<file path="src/rtl/gpu_pkg.sv">
// Shared GPU definitions: screen size, fragment record layout and the record
// packing helper used by both ends of the z-buffer fragment queue.
package gpu_pkg;

    localparam int SCREEN_W = 640;
    localparam int SCREEN_H = 480;

    localparam int FRAG_W    = 256;
    localparam int FRAG_X_HI = 255;
    localparam int FRAG_X_LO = 240;
    localparam int FRAG_Y_HI = 239;
    localparam int FRAG_Y_LO = 224;
    localparam int FRAG_Z_HI = 223;
    localparam int FRAG_Z_LO = 208;
    localparam int FRAG_R_HI = 63;
    localparam int FRAG_R_LO = 48;
    localparam int FRAG_G_HI = 47;
    localparam int FRAG_G_LO = 32;
    localparam int FRAG_B_HI = 31;
    localparam int FRAG_B_LO = 16;

    typedef enum logic [0:0] {
        ST_IDLE = 1'b0,
        ST_EMIT = 1'b1
    } wr_state_e;

    // Colour channels sit in the low byte of their 16-bit field; every
    // unlisted bit of the record is zero.
    function automatic logic [FRAG_W-1:0] frag_pack(
        input logic [15:0] x,
        input logic [15:0] y,
        input logic [15:0] z,
        input logic [7:0]  r,
        input logic [7:0]  g,
        input logic [7:0]  b
    );
        logic [FRAG_W-1:0] rec;
        rec                       = '0;
        rec[FRAG_X_HI:FRAG_X_LO]  = x;
        rec[FRAG_Y_HI:FRAG_Y_LO]  = y;
        rec[FRAG_Z_HI:FRAG_Z_LO]  = z;
        rec[FRAG_R_HI:FRAG_R_LO]  = {8'h00, r};
        rec[FRAG_G_HI:FRAG_G_LO]  = {8'h00, g};
        rec[FRAG_B_HI:FRAG_B_LO]  = {8'h00, b};
        return rec;
    endfunction

endpackage

</file>
<file path="src/rtl/zqueue_fragment_writer_span_stepper.sv">
// Walks one span pixel by pixel: holds the current x and depth, and flags the
// last pixel of the span and pixels lying outside the screen.
module span_stepper #(
    parameter int SCREEN_W = 640
) (
    input  logic        clk,
    input  logic        rst,
    input  logic        load,
    input  logic        advance,
    input  logic [15:0] x0,
    input  logic [15:0] x1,
    input  logic [15:0] z0,
    input  logic [15:0] dz,
    output logic [15:0] cur_x,
    output logic [15:0] cur_z,
    output logic        last,
    output logic        offscreen
);

    // x is kept 17 bits wide so a span ending at 16'h7FFF compares and
    // terminates without the increment wrapping negative.
    localparam logic signed [16:0] X_LIMIT = 17'(SCREEN_W);

    logic signed [16:0] cur_x_r;
    logic signed [16:0] x1_r;
    logic        [15:0] cur_z_r;
    logic        [15:0] dz_r;

    // Span position registers: load on a new span, step on advance.
    always_ff @(posedge clk) begin
        if (rst) begin
            cur_x_r <= 17'sd0;
            x1_r    <= 17'sd0;
            cur_z_r <= 16'h0000;
            dz_r    <= 16'h0000;
        end else if (load) begin
            cur_x_r <= {x0[15], x0};
            x1_r    <= {x1[15], x1};
            cur_z_r <= z0;
            dz_r    <= dz;
        end else if (advance) begin
            cur_x_r <= cur_x_r + 17'sd1;
            cur_z_r <= cur_z_r + dz_r;
        end else begin
            cur_x_r <= cur_x_r;
            x1_r    <= x1_r;
            cur_z_r <= cur_z_r;
            dz_r    <= dz_r;
        end
    end

    assign cur_x     = cur_x_r[15:0];
    assign cur_z     = cur_z_r;
    assign last      = (cur_x_r == x1_r);
    assign offscreen = (cur_x_r < 17'sd0) || (cur_x_r >= X_LIMIT);

endmodule

</file>
<file path="src/rtl/zqueue_fragment_writer.sv">
// Producer end of the z-buffer fragment queue: expands span descriptors into
// one 256-bit fragment record per on-screen pixel, throttled on queue size.
module zqueue_fragment_writer #(
    parameter int SCREEN_W   = 640,
    parameter int SCREEN_H   = 480,
    parameter int HIGH_WATER = 254
) (
    input  logic         clk,
    input  logic         rst,
    input  logic         span_valid,
    output logic         span_ready,
    input  logic [15:0]  span_y,
    input  logic [15:0]  span_x0,
    input  logic [15:0]  span_x1,
    input  logic [15:0]  span_z0,
    input  logic [15:0]  span_dz,
    input  logic [23:0]  span_rgb,
    input  logic [15:0]  z_size,
    output logic         z_adding,
    output logic [255:0] z_add_regs,
    output logic         busy,
    output logic [31:0]  frag_count
);

    import gpu_pkg::*;

    localparam logic signed [15:0] Y_LIMIT   = 16'(SCREEN_H);
    localparam logic        [16:0] HW_LIMIT  = 17'(HIGH_WATER);

    wr_state_e      state_r;
    wr_state_e      state_next;
    logic [15:0]    y_r;
    logic [23:0]    rgb_r;
    logic           span_ready_r;
    logic           busy_r;
    logic           z_adding_r;
    logic [255:0]   z_add_regs_r;
    logic [31:0]    frag_count_r;

    logic           load_s;
    logic           advance_s;
    logic           push_s;
    logic           empty_s;
    logic           room_s;
    logic [15:0]    cur_x_s;
    logic [15:0]    cur_z_s;
    logic           last_s;
    logic           offscreen_s;

    span_stepper #(
        .SCREEN_W (SCREEN_W)
    ) u_stepper (
        .clk       (clk),
        .rst       (rst),
        .load      (load_s),
        .advance   (advance_s),
        .x0        (span_x0),
        .x1        (span_x1),
        .z0        (span_z0),
        .dz        (span_dz),
        .cur_x     (cur_x_s),
        .cur_z     (cur_z_s),
        .last      (last_s),
        .offscreen (offscreen_s)
    );

    // A span with nothing to draw is swallowed in IDLE without entering EMIT.
    assign empty_s = ($signed(span_x1) < $signed(span_x0))
                  || ($signed(span_y) < 16'sd0)
                  || ($signed(span_y) >= Y_LIMIT);

    // The queue's size lags our push by a cycle, so the record presented
    // right now still counts against the high-water mark.
    assign room_s = (({1'b0, z_size} + {16'h0000, z_adding_r}) < HW_LIMIT);

    // State register.
    always_ff @(posedge clk) begin
        if (rst) begin
            state_r <= ST_IDLE;
        end else begin
            state_r <= state_next;
        end
    end

    // Next-state and per-pixel push/advance decisions.
    always_comb begin
        state_next = state_r;
        load_s     = 1'b0;
        advance_s  = 1'b0;
        push_s     = 1'b0;
        case (state_r)
            ST_IDLE: begin
                if (span_valid && span_ready_r) begin
                    if (empty_s) begin
                        state_next = ST_IDLE;
                    end else begin
                        load_s     = 1'b1;
                        state_next = ST_EMIT;
                    end
                end else begin
                    state_next = ST_IDLE;
                end
            end
            ST_EMIT: begin
                if (offscreen_s) begin
                    advance_s = 1'b1;
                end else if (room_s) begin
                    push_s    = 1'b1;
                    advance_s = 1'b1;
                end else begin
                    advance_s = 1'b0;
                end
                if (advance_s && last_s) begin
                    state_next = ST_IDLE;
                end else begin
                    state_next = ST_EMIT;
                end
            end
            default: begin
                state_next = ST_IDLE;
            end
        endcase
    end

    // Latch the per-span constants that go into every record.
    always_ff @(posedge clk) begin
        if (rst) begin
            y_r   <= 16'h0000;
            rgb_r <= 24'h000000;
        end else if (load_s) begin
            y_r   <= span_y;
            rgb_r <= span_rgb;
        end else begin
            y_r   <= y_r;
            rgb_r <= rgb_r;
        end
    end

    // Registered outputs: handshake/busy follow the next state, the record
    // and strobe appear the cycle after the push decision.
    always_ff @(posedge clk) begin
        if (rst) begin
            span_ready_r <= 1'b0;
            busy_r       <= 1'b0;
            z_adding_r   <= 1'b0;
            z_add_regs_r <= 256'h0;
            frag_count_r <= 32'h0000_0000;
        end else begin
            span_ready_r <= (state_next == ST_IDLE);
            busy_r       <= (state_next == ST_EMIT);
            z_adding_r   <= push_s;
            if (push_s) begin
                z_add_regs_r <= frag_pack(cur_x_s, y_r, cur_z_s,
                                          rgb_r[23:16], rgb_r[15:8], rgb_r[7:0]);
                frag_count_r <= frag_count_r + 32'h0000_0001;
            end else begin
                z_add_regs_r <= z_add_regs_r;
                frag_count_r <= frag_count_r;
            end
        end
    end

    assign span_ready = span_ready_r;
    assign busy       = busy_r;
    assign z_adding   = z_adding_r;
    assign z_add_regs = z_add_regs_r;
    assign frag_count = frag_count_r;

endmodule
</file>
<file path="config.mk">
export PLATFORM = sky130hd
export DESIGN_NAME = zqueue_fragment_writer
export DESIGN_NICKNAME = d
export VERILOG_FILES = /design/src/rtl/gpu_pkg.sv /design/src/rtl/zqueue_fragment_writer_span_stepper.sv /design/src/rtl/zqueue_fragment_writer.sv
export SDC_FILE = /design/constraint.sdc
export NUM_CORES = 1
export LEC_CHECK = 0
export ABC_AREA = 0
export CAP_MARGIN = 10
export CORE_UTILIZATION = 35
export CTS_CLUSTER_DIAMETER = 50
export DETAILED_ROUTE_END_ITERATION = 6
export HOLD_SLACK_MARGIN = 0.1
export PLACE_DENSITY = 0.64
export SLEW_MARGIN = 20
export SYNTH_ARGS = -nofsm -noshare
export SYNTH_HDL_FRONTEND = slang
export SYNTH_SLANG_ARGS = --single-unit
</file>
<file path="constraint.sdc">
create_clock -name clk -period 5.3 [get_ports clk]
set_input_delay 0.795 -clock clk [delete_from_list [all_inputs] [get_ports clk]]
set_output_delay 0.795 -clock clk [all_outputs]
set_load 0.01 [all_outputs]
</file>
Word-level counts from Yosys, hierarchy flattened
Index checks and enable logic that the tools add are counted.

storage, ports and cells
  logic and storage cells = 45
  register bits after elaboration = 212
  input port bits = 123

operators by class
  equal/unequal tests = 1
  reductions and logical operators = 6
  mux-type cells = 15
  bitwise operators = 2
  magnitude comparators = 6
  add/sub/neg operators = 4

operators by type and width
  cell                                                    number
  two-way mux 17 bit                                      2
  adder 32 x 1 -> 32 bit (second input constant)          1
  two-way mux 16 bit                                      2
  adder 16 x 1 -> 17 bit                                  1
  adder 17 x 2 -> 17 bit (second input constant)          1
  == test 17 x 16 -> 1 bit                                1
  >= comparator 17 x 11 -> 1 bit (second input constant)  1
  < comparator 17 x 1 -> 1 bit (second input constant)    1
  < comparator 17 x 8 -> 1 bit (second input constant)    1
  adder 16 bit                                            1
  >= comparator 16 x 10 -> 1 bit (second input constant)  1
  < comparator 16 x 1 -> 1 bit (second input constant)    1
  < comparator 16 bit                                     1
  two-way mux 1 bit                                       10
  logical OR 1 bit                                        3
  logical AND 1 bit                                       2
  NOT 1 bit                                               2
  one-hot mux 1 bit (2 select lines)                      1
  nonzero test 2 bit                                      1

Logic depth before layout (Yosys ltp)
  depth in word-level cells = 9
  mapped depth = 12
  depth with buffers taken out = 10

Cells and area by module
Synthesis repeated with hierarchy kept, for this count alone.

second synthesis, totals
  cells, all modules = 1524
  area, all modules = 12582.1 sq um

by module, submodules not included
  module                  cells an instance  times used  area an instance (sq um)  seq. area each (sq um)
  zqueue_fragment_writer  1053               1           8643.3                    2942.8
  span_stepper            471                1           3938.8                    1301.2

Worst setup path after synthesis
No wires, ideal clock.

  kind = input-to-reg
  start = input port z_size[0]
  end = register frag_count_r[11], in the netlist frag_count[11]
  buffers on the path = 1
  stages = 10
  arrival time = 2.874 ns
  setup time = 0.123 ns
  setup slack = 2.303 ns
  path through = and2_1 -> ha_1 -> nand3_1 -> nor4_1 -> mux2i_1 -> nand4_1 -> or2_1 -> buf_2 -> nor3_1 -> mux2_1

between the ends
  longest elaborated chain between the ends = 5

RTL lines
  what                          RTL line                       text
  start, declared               zqueue_fragment_writer.sv:18   input logic [15:0] z_size,
  adder 16 x 1 -> 17 bit        zqueue_fragment_writer.sv:74   assign room_s = (({1'b0, z_size} + {16'h0000, z_adding_r}) < HW_LIMIT);
  < comparator 17 x 8 -> 1 bit  zqueue_fragment_writer.sv:74
  two-way mux 1 bit             zqueue_fragment_writer.sv:107  end else if (room_s) begin
  two-way mux 1 bit             zqueue_fragment_writer.sv:105  if (offscreen_s) begin
  two-way mux 1 bit             zqueue_fragment_writer.sv:91   case (state_r)
  end signal, assigned          zqueue_fragment_writer.sv:155  frag_count_r <= frag_count_r + 32'h0000_0001;
  end signal, assigned          zqueue_fragment_writer.sv:158  frag_count_r <= frag_count_r;
  end, declared                 zqueue_fragment_writer.sv:38   logic [31:0] frag_count_r;

No other way between the ends.
A chain may end at the register's enable or synchronous reset.

Final worst setup path
  start = input port span_y[10]
  end = register y_r[3]

between the ends
  longest elaborated chain between the ends = 6
  elaborated cells on any way between the ends = 7
  those cells by class = order compare: 2; mux: 3; reduce/logical: 2

RTL lines
  what                          RTL line                       text
  start, declared               zqueue_fragment_writer.sv:12   input logic [15:0] span_y,
  < comparator 16 x 1 -> 1 bit  zqueue_fragment_writer.sv:69   || ($signed(span_y) < 16'sd0)
  logical OR 1 bit              zqueue_fragment_writer.sv:69
  logical OR 1 bit *            zqueue_fragment_writer.sv:70   || ($signed(span_y) >= Y_LIMIT);
  two-way mux 1 bit *           zqueue_fragment_writer.sv:94   if (empty_s) begin
  two-way mux 1 bit *           zqueue_fragment_writer.sv:93   if (span_valid && span_ready_r) begin
  two-way mux 1 bit *           zqueue_fragment_writer.sv:91
  end signal, assigned          zqueue_fragment_writer.sv:131  y_r <= span_y;
  end signal, assigned          zqueue_fragment_writer.sv:134  y_r <= y_r;
  end, declared                 zqueue_fragment_writer.sv:32   logic [15:0] y_r;

Every way passes the cells marked *; elsewhere a longest branch is shown, timed or not.

==> out/qor.txt <==
=================================================================================
Switching power of the nets ........................................     0.927 mW
Worst-path fanout max ..............................................           63
Register bit count reported by yosys ...............................          212
Worst-skew pair later-pin latency ..................................      0.55 ns
Result of the run .................................................. finished clean
Cts bufs inserted ..................................................           28
Post-Syn Area per Cell .............................................    7.91 um^2
Floorplan die width ................................................       181 um
Clock network power share ..........................................        52.0%
Fin crit period ....................................................      3.75 ns
Largest area contributor in the synthesized netlist ................      dfxtp_1
Final hold vios ....................................................            0
Power per Cell Area ................................................  275 nW/um^2
Highest-delay cell along the critical path .........................       and2_4
Most frequently used flop master after synthesis ...................      dfxtp_1
Total GRT Usage ....................................................        17.4%
Sink count of the clock tree .......................................          212
DP Cell Count ......................................................         1988
Portion of synthesized cell area occupied by the leading cell type .        37.7%
Final Instance Count excl. Fillers .................................         2041
Crit path max-delay family ......................................... simple AND/OR/NAND/NOR gates
Number of warning messages in the yosys log ........................            0
Mean number of vias per cell .......................................         4.75
Worst hold start ................................................... y_r[13]$_SDFFE_PP0P_
Core outline area ..................................................   31600 um^2
Drt total wl .......................................................      29.8 mm
Most common cell in the synthesized netlist ........................      nand2_1
FF-to-FF setup slack ...............................................      2.04 ns
Buffers inserted by post-CTS timing repair .........................            0
GR Overflow Total ..................................................            0
WS Path Type .......................................................    in -> reg
Post-synth ARST share ..............................................           0%
Reported leakage power .............................................      5.29 nW
Biggest area contributors in the synthesized netlist ............... dfxtp_1 38%, buf_4 13%, nand2_1 11%
TritonCTS clock tree ...............................................        built
Largest stage delay on the critical path ...........................      0.73 ns
Count of flip-flops with a built-in enable after synthesis .........            0
Highest Signal Layer ...............................................         met4
Post-synth top cells ............................................... 325 x nand2_1, 212 x dfxtp_1, 191 x buf_4, 166 x a21oi_1, 70 x nor2_1
Cell-internal power ................................................      2.96 mW
CP endpoint kind ...................................................    flip-flop
Post_cts resized ...................................................            0
Initial antenna violation count ....................................            3
Period utilization .................................................        70.7%
Element type at the critical path start ............................   input port
DRC ................................................................            0
Max-slew headroom at the worst pin .................................        45.8%
Fin Clk Skew .......................................................    0.0232 ns
Layout overhead on the synthesized area ............................        25.4%
RSZ-0062 raised after global routing ...............................        false
Die Footprint ......................................................   32800 um^2
Reg-to-reg startpoint .............................................. z_adding$_SDFF_PP0_
Maximum clock frequency ............................................      267 MHz
CP Data Required Time ..............................................      5.76 ns
Fraction of layout cells with a size suffix above 1 ................        5.13%
Origin of the worst setup path .....................................   span_y[10]
Routed vias ........................................................         9702
Max-cap violations .................................................            0
Share of the yosys chip area belonging to registers ................        37.7%
Met2 wire length ...................................................      14.0 mm
Summed instance area of the synthesized netlist ....................   11200 um^2
ANT nets after route ...............................................            0
Std cell rows ......................................................           65
M1 WL ..............................................................      13.1 mm
Arrival @ worst endpoint ...........................................      4.21 ns
Global placement routability congestion ............................        0.869
Share of total power in sequential cells ...........................        41.4%
Slew of the pin with the lowest slew margin ........................     0.814 ns
Per-cell routed wire length ........................................      14.6 um
Library cells used by synthesis ....................................           68
Peak supply drop ...................................................       224 uV
Path category of the worst min-delay check .........................   reg -> reg
Slew Limit Fails ...................................................            0
Number of buffer and inverter instances along the worst setup path .            2
NumNets Final ......................................................         1774
Port bufs ..........................................................          229
HPWL reported at the end of detailed placement .....................      21.2 mm
Detailed Route Iter0 Violations ....................................          495
Number of instances in the synthesized netlist .....................         1421
Total negative slack for setup checks ..............................         0 ns
Via count of the first global-routing pass .........................         8876
Post-CTS Hold Fix Bufs .............................................            0
Switch share .......................................................        23.9%
Critical path, cell by cell ........................................ clkdlybuf4s50_1, or4_1, a2111oi_0, and3_1, and2_4, buf_4, nand2_1, a21oi_1
Maximum clock insertion buffer count ...............................            3
Initial core utilization ...........................................        35.6%
Length of routed met3 wiring .......................................      1.98 mm
Length of the first detailed-routing pass in iterations ............            5
Total of endpoints with negative setup slack in the final report ...            0
Number of top-level pins ...........................................          414
Clock tree root driver cell ........................................    clkbuf_16
Clock transition at the registers of the reported paths ............      0.06 ns
Combinational group share of total power ...........................         6.5%
Global-route wire length before repair .............................      46.8 mm
Pin count of the biggest net entering global routing ...............          106
Deepest level of the CTS H-tree ....................................            1
Height of the die ..................................................       181 um
=================================================================================
-- cells in the final DEF (no fill, tap or decap), drive strengths merged, types with 4 or more instances in the layout --
master / synthesis / layout
a311oi: 12 / 12
clkdlybuf4s50: 0 / 228
or2: 4 / 4
a21o: 5 / 5
dfxtp: 212 / 212
nor4: 17 / 17
nor2: 72 / 72
o21ai: 24 / 24
conb: 1 / 184
and2: 17 / 17
and3: 17 / 17
nor3: 35 / 35
buf: 214 / 12
nand3b: 9 / 9
mux2: 4 / 4
a31oi: 9 / 9
clkinv: 0 / 9
a211oi: 10 / 10
xnor2: 44 / 44
nand3: 24 / 24
a21oi: 166 / 166
clkbuf: 44 / 30
or4: 6 / 6
bufinv: 0 / 5
and4: 4 / 4
ha: 34 / 34
xor2: 18 / 18
nand4: 18 / 18
nand2: 327 / 327
inv: 28 / 34
nor2b: 5 / 5
-- worst reg2reg max path: stages, from the launching register on --
cell,delay [ns]
dfxtp_1,0.36
and2_1,0.14
ha_1,0.22
nand3_1,0.15
nor4_1,0.31
mux2i_1,0.40
nand4_1,0.25
buf_4,0.30
or2_2,0.34
buf_4,0.36
nand2_1,0.21
a21oi_1,0.07
-- through the flow --
stage,power [mW],hold WS [ns],setup slack (ns),cell area (um^2),util (%)
CTS,3.93,0.448,1.56,14100,44.7
floorplan,1.87,0.427,2.30,11900,-
detailed placement,1.90,0.441,0.990,13100,41.5
global placement,1.89,0.436,1.06,13100,41.5
finish,3.88,0.447,1.55,14100,44.7
global route,4.02,0.459,1.29,14100,44.7
-- power groups by stage --
stage	clock network, mW	logic, mW	registers [mW]
3_5_place_dp	0	0.251	1.64
6_report	2.02	0.253	1.61
4_1_cts	2.07	0.252	1.61
2_1_floorplan	0	0.232	1.64
5_1_grt	2.14	0.278	1.61
3_3_place_gp	0	0.250	1.64
-- state kept, by name, indices dropped and copies added (netlist names) --
signal             cells
rgb_r                 24
u_stepper.x1_r        16
y_r                   16
z_adding               1
span_ready             1
frag_count            32
z_add_regs            72
u_stepper.dz_r        16
u_stepper.cur_z       16
busy                   1
u_stepper.cur_x_r     17
-- area by class of cell --
cell class | instances | area [um^2]
clock inverter | 20 | 289
tap | 402 | 503
inverter | 28 | 105
sequential | 212 | 4240
antenna | 3 | 7.51
multi-input combinational | 1106 | 5830
fill | 3152 | 17500
clock buffer | 30 | 718
timing repair buffer | 240 | 2400
-- routing by layer --
metal  global-route usage, %  vias to the layer above
li1                        -                     4816
met5                       0                        -
met2                    29.3                      367
met4                    5.59                        0
met3                    3.14                       53
met1                    22.5                     4466
-- kinds of logic after synthesis --
logic type	synth area share, %
and+or+nand+nor	22.8
buffers and inverters	16.5
AOI/OAI and AO/OA	13.5
DFF	37.7
xor gates and xnor gates	4.83
adders and majority gates	3.96
muxes	0.668
other	0.0333
-- final timing paths --
check,end,depth (start not counted)
max,y_r[3]$_SDFFE_PP0P_,8
min,z_add_regs[237]$_SDFFE_PP0P_,2
max reg2reg,z_add_regs[215]$_SDFFE_PP0P_,11
min reg2reg,z_add_regs[237]$_SDFFE_PP0P_,2
Power figures use the tool's default switching activity.
